==> config.mk <==
export PLATFORM = sky130hd
export DESIGN_NAME = pc_sequencer
export DESIGN_NICKNAME = d
export VERILOG_FILES = /design/src/rtl/pc_seq_pkg.sv /design/src/rtl/pc_next_sel.sv /design/src/rtl/pc_sequencer.sv
export SDC_FILE = /design/constraint.sdc
export NUM_CORES = 1
export LEC_CHECK = 0
export BUFFER_PORTS_ARGS = -buffer_cell sky130_fd_sc_hd__buf_2
export CAP_MARGIN = 20
export CORE_AREA = 2 2 98 100
export CTS_CLUSTER_SIZE = 28
export DETAILED_ROUTE_END_ITERATION = 8
export DIE_AREA = 0 0 100 102
export GPL_TIMING_DRIVEN = 0
export PLACE_DENSITY_LB_ADDON = 0.25
export SETUP_SLACK_MARGIN = 0.4
export SKIP_CTS_REPAIR_TIMING = 1
export SLEW_MARGIN = 40
export SYNTH_ARGS = -nofsm -noshare
export SYNTH_HDL_FRONTEND = slang
export SYNTH_HIERARCHICAL = 1
export SYNTH_SLANG_ARGS = --single-unit
==> constraint.sdc <==
create_clock -name clk -period 2.3 [get_ports clk]
set_input_delay 0.345 -clock clk [delete_from_list [all_inputs] [get_ports clk]]
set_output_delay 0.345 -clock clk [all_outputs]
set_load 0.02 [all_outputs]
==> src/rtl/pc_seq_pkg.sv <==
// Shared types and constants for the program-counter sequencer.
package pc_seq_pkg;

    localparam int XLEN = 32;
    localparam logic [XLEN-1:0] PC_INC           = 32'd4;
    localparam logic [XLEN-1:0] RESET_VECTOR_DEF = 32'h0000_0000;
    localparam logic [XLEN-1:0] TRAP_VECTOR_DEF  = 32'h0000_0100;

    typedef enum logic [1:0] {
        BOOT     = 2'd0,
        FETCH    = 2'd1,
        HOLD     = 2'd2,
        REDIRECT = 2'd3
    } pc_state_e;

    typedef enum logic [1:0] {
        SEL_HOLD = 2'd0,
        SEL_INC  = 2'd1,
        SEL_TGT  = 2'd2,
        SEL_TRAP = 2'd3
    } pc_sel_e;

endpackage

==> src/rtl/pc_next_sel.sv <==
// Combinational next-pc mux: hold, increment, aligned branch target or trap vector.
module pc_next_sel
    import pc_seq_pkg::*;
(
    input  logic [XLEN-1:0] pc,
    input  logic [XLEN-1:0] br_target,
    input  logic [XLEN-1:0] trap_vector,
    input  logic [1:0]      sel,
    output logic [XLEN-1:0] pc_next
);

    always_comb begin
        pc_next = pc;
        case (sel)
            SEL_INC:  pc_next = pc + PC_INC;
            // Low two bits are dropped: fetch addresses are always word aligned.
            SEL_TGT:  pc_next = br_target & 32'hFFFF_FFFC;
            SEL_TRAP: pc_next = trap_vector;
            default:  pc_next = pc;
        endcase
    end

endmodule

==> src/rtl/pc_sequencer.sv <==
// Fetch-address sequencer with stall hold and branch redirect.
// Optional misaligned-target trap enabled by defining PC_TRAP_EN.
//
// state    | meaning
// BOOT     | one idle cycle after reset release, no fetch, branches ignored
// FETCH    | imem_req high, issue on ack unless stalled
// HOLD     | fetched instruction waiting for stall to drop
// REDIRECT | one bubble cycle after a taken branch
module pc_sequencer
    import pc_seq_pkg::*;
#(
    parameter logic [XLEN-1:0] RESET_VECTOR = RESET_VECTOR_DEF,
    parameter logic [XLEN-1:0] TRAP_VECTOR  = TRAP_VECTOR_DEF
) (
    input  logic            clk,
    input  logic            reset,
    input  logic            stall,
    input  logic            br_taken,
    input  logic [XLEN-1:0] br_target,
    output logic            imem_req,
    output logic [XLEN-1:0] imem_addr,
    input  logic            imem_ack,
    output logic [XLEN-1:0] pc,
    output logic            pc_valid,
    output logic            flush,
`ifdef PC_TRAP_EN
    output logic [XLEN-1:0] fetch_cnt,
    output logic            trap
`else
    output logic [XLEN-1:0] fetch_cnt
`endif
);

    pc_state_e       state_q, state_d;
    logic [XLEN-1:0] pc_q, pc_d;
    logic [XLEN-1:0] fetch_cnt_q, fetch_cnt_d;
    pc_sel_e         sel;

    pc_next_sel u_next_sel (
        .pc          (pc_q),
        .br_target   (br_target),
        .trap_vector (TRAP_VECTOR),
        .sel         (sel),
        .pc_next     (pc_d)
    );

    always_comb begin
        state_d  = state_q;
        sel      = SEL_HOLD;
        imem_req = 1'b0;
        pc_valid = 1'b0;
        flush    = 1'b0;
`ifdef PC_TRAP_EN
        trap     = 1'b0;
`endif
        case (state_q)
            BOOT: state_d = FETCH;
            FETCH: begin
                imem_req = 1'b1;
                if (imem_ack) begin
                    if (stall) begin
                        state_d = HOLD;
                    end else begin
                        pc_valid = 1'b1;
                        sel      = SEL_INC;
                    end
                end
            end
            HOLD: begin
                if (!stall) begin
                    pc_valid = 1'b1;
                    sel      = SEL_INC;
                    state_d  = FETCH;
                end
            end
            REDIRECT: state_d = FETCH;
            default:  state_d = BOOT;
        endcase

        // A taken branch overrides whatever the state decided above.
        if (br_taken && state_q != BOOT) begin
            pc_valid = 1'b0;
            flush    = 1'b1;
            state_d  = REDIRECT;
`ifdef PC_TRAP_EN
            if (br_target[1:0] != 2'b00) begin
                sel  = SEL_TRAP;
                trap = 1'b1;
            end else begin
                sel  = SEL_TGT;
            end
`else
            sel      = SEL_TGT;
`endif
        end

        fetch_cnt_d = fetch_cnt_q + {{(XLEN-1){1'b0}}, pc_valid};
    end

    always_ff @(posedge clk or negedge reset) begin
        if (!reset) begin
            state_q     <= BOOT;
            pc_q        <= RESET_VECTOR;
            fetch_cnt_q <= '0;
        end else begin
            state_q     <= state_d;
            pc_q        <= pc_d;
            fetch_cnt_q <= fetch_cnt_d;
        end
    end

    assign pc        = pc_q;
    assign imem_addr = pc_q;
    assign fetch_cnt = fetch_cnt_q;

endmodule
==> results.toml <==
[die]
die_w_um = 100
rows = 35
dieArea_sq_mm = 0.0102
dieHeight_um = 102
core_sq_mm = 0.00911
top_level_ports = 136
start_util_pct = 46.5

[power_and_ir_drop]
p_seq_share_pct = 45.2
clockPowerShare_pct = 30.2
p_comb_share_pct = 24.7
ir_worst_vdd_v = 0.000262
p_int_w = 0.00194
p_leak_nw = 2.93
power.switching_w = 0.00107
sw_frac_of_total_pct = 35.4
power_density_mw_per_mm2 = 496

[setup_path]
r2r-end = "imem_addr[22]"
cp_cell_sequence = "inv_2 -> ha_4 -> a21oi_4 -> nor4b_4 -> buf_6 -> and3_4 -> buf_6 -> nand4_4 -> or4_4 -> a31oi_4"
rrSetupSlack_ns = -0.09
cp-start-kind = "flip-flop"
critPathRequiredTime_ns = 2.56
worstSetupStartpoint = "state_q[1]"
reg2reg_from = "state_q[1]"
cpPeakStageDelay_ns = 0.53
path_max_fanout = 6
slowest_stage = "or4_4"
worst_r2r_path_depth = 10
cp.arrival_ns = 2.65
crit_type = "flip-flop to flip-flop"
crit_top_cell = "buf_6"
end_kind = "flip-flop"

[grt]
grt-ovfl-total = 0
grt_pass1_wl_um = 18300
grt_pass1_vias = 3685
grt_util_all_layers_pct = 22.7
antenna_found_initial = 0
grt_max_degree = 35

[place]
numPortBuffers = 133
hpwl_um = 8470
dp_slack_ns = -0.373
gp_congestion = 0.880

[sta]
tightest_slew_ns = 0.540
fin_worst_skew_ns = 0.0182
setup_viol_count_final = 15
timing.final.hold_violations = 0
finalCritPeriodShare_pct = 104
min_period_ns = 2.39
fmaxAchievable_mhz = 419
setup_slack_ns = -0.0885
drv_slew = 0
rsz0062_at_grt = "yes"
slew_headroom_pct = 64.0

[cts]
clock_sinks = 66
clockRootBuffer = "clkbuf_8"
clk_pin_slew_ns = 0.08
cts_tree = "built"
clk_path_buf_depth = 2
h-tree-depth = 3
clock_latency_ns = 0.35
cts_buffers = 9

[synthesis]
synth_edf_count = 0
netlist_area_sq_mm = 0.00424
synth_flop_cell = "dfrtp_1"
yosys_warnings = 6
syn_inst = 435
async_reset_ff_share_pct = 100
synth.distinct_cells = 57
yosysSeqAreaShare_pct = 39.0
avgSynthCellArea_sq_um = 9.74
ys_ff_latch = 66

[cells_and_area]
nFillCells = 770
areaGrowthSynthToFinish_pct = 43.2
diodes = 0
finish.utilization_pct = 66.6
num-nets-final = 674
final_layout_size_suffix_gt1_share_pct = 46.5
final_common_cell = "buf_2"
final_cell_mix = "buf_2 (137), dfrtp_1 (65), buf_4 (45)"

[routing]
ant_nets = 0
vias_per_cell = 5.45
drc = 0
drt-initial-drc-count = 174
first_pass_iters = 4
wl_um = 12300
post_drt_wl_per_cell_um = 16.5
vias = 4060

[hold_path]
min_path_type = "input pin to flip-flop"
hold_path_depth = 3
hold_start = "br_target[28]"
min_to = "imem_addr[28]"

[outcome]
status = "finished with violations"
violations = "setup timing"

[job]
max_cap_violations = 0
## cell usage after synthesis, drive strengths merged (3+ instances only)
library cell  number  area share, %
a211oi             8            1.4
a21oi              8           0.94
a31oi              5           0.74
and2               4           0.59
and3              14            2.3
and4               8            1.7
buf               45            7.8
clkbuf             9           0.80
dfrtp             66             39
ha                 8            2.4
inv                8           0.71
mux2i             19            4.5
nand2             35            3.3
nand3             26            3.5
nand3b             3           0.53
nand4             24            4.4
nor2               8           0.71
nor2b             10            1.5
nor3               9            1.1
nor4              19            3.2
o211ai             6            1.1
o21ai              8           0.94
o31a              17            3.5
or3                3           0.47
or4                3           0.53
xnor2             20            4.1
xor2              19            3.9
## per-layer routing
| metal | global-route usage [%] | share of wire, % | wire length, um |
|---|---|---|---|
| met1 | 31.0 | 43 | 5260 |
| met2 | 37.9 | 51 | 6220 |
| met3 | 2.46 | 6.0 | 740 |
| met4 | 7.48 | 0.65 | 80 |
| met5 | 0 | 0 | 0 |
## power groups by stage
stage | Sequential [W] | Combinational, W | Clock [W]
finish | 0.00136 | 0.000743 | 0.000908
global placement | 0.00136 | 0.000692 | 0
floorplan | 0.00142 | 0.000389 | 0
global route | 0.00137 | 0.000805 | 0.000982
CTS | 0.00135 | 0.000710 | 0.000924
detailed placement | 0.00137 | 0.000709 | 0
## kinds of logic after synthesis
logic type      count (synthesis)  synth area share (%)
flops                          66                  39.0
simple gates                  172                  24.8
fa+ha+maj                       8                  2.36
buf+inv                        63                  9.39
mux                            21                  5.28
xor+xnor                       39                  8.06
compound gates                 64                  11.0
other cells                     2                 0.177
## sequential cells by signal, summed over array words and instances, names as in the netlist
signal and count:
fetch_cnt 32, imem_addr 32, state_q 2
## per-stage QoR
stage	total power, W	TNS [ns]	hold slack, ns	cell area (sq um)	std cells
6_report	0.00301	-0.688	0.265	6070	745
5_1_grt	0.00316	-3.72	0.289	6070	745
4_1_cts	0.00298	-10.54	-0.128	5500	726
3_5_place_dp	0.00208	-9.18	0.252	5320	710
3_3_place_gp	0.00206	-7.42	0.452	5290	709
2_1_floorplan	0.00181	-4.02	0.0494	4490	465
## worst max-delay path: cells and delay by family (launching register included)
family / cells / cell delay, ns
simple gates: 4 / 1.04
flops: 1 / 0.44
compound gates: 2 / 0.26
buf+inv: 3 / 0.40
fa+ha+maj: 1 / 0.19
## layout make-up
| type | instances | area [sq um] | share of cell area, % |
|---|---|---|---|
| Multi-Input combinational cell | 336 | 2750 | 45.4 |
| Sequential cell | 66 | 1650 | 27.2 |
| Timing Repair Buffer | 153 | 872 | 14.4 |
| Buffer | 54 | 433 | 7.13 |
| Tap cell | 111 | 139 | 2.29 |
| Clock buffer | 9 | 124 | 2.04 |
| Clock inverter | 7 | 55.1 | 0.907 |
| Inverter | 9 | 40.0 | 0.660 |
## how the worst max path moves through the flow
stage | slack, ns | end | depth (start not counted)
after floorplan | -0.17 | imem_addr[21] | 10
after global placement | -0.36 | imem_addr[29] | 9
after detailed placement | -0.37 | imem_addr[29] | 9
after CTS | -0.41 | imem_addr[29] | 9
after global routing | -0.19 | imem_addr[22] | 10
final | -0.09 | imem_addr[22] | 10
Note: power is estimated with default switching activity, not from simulation.
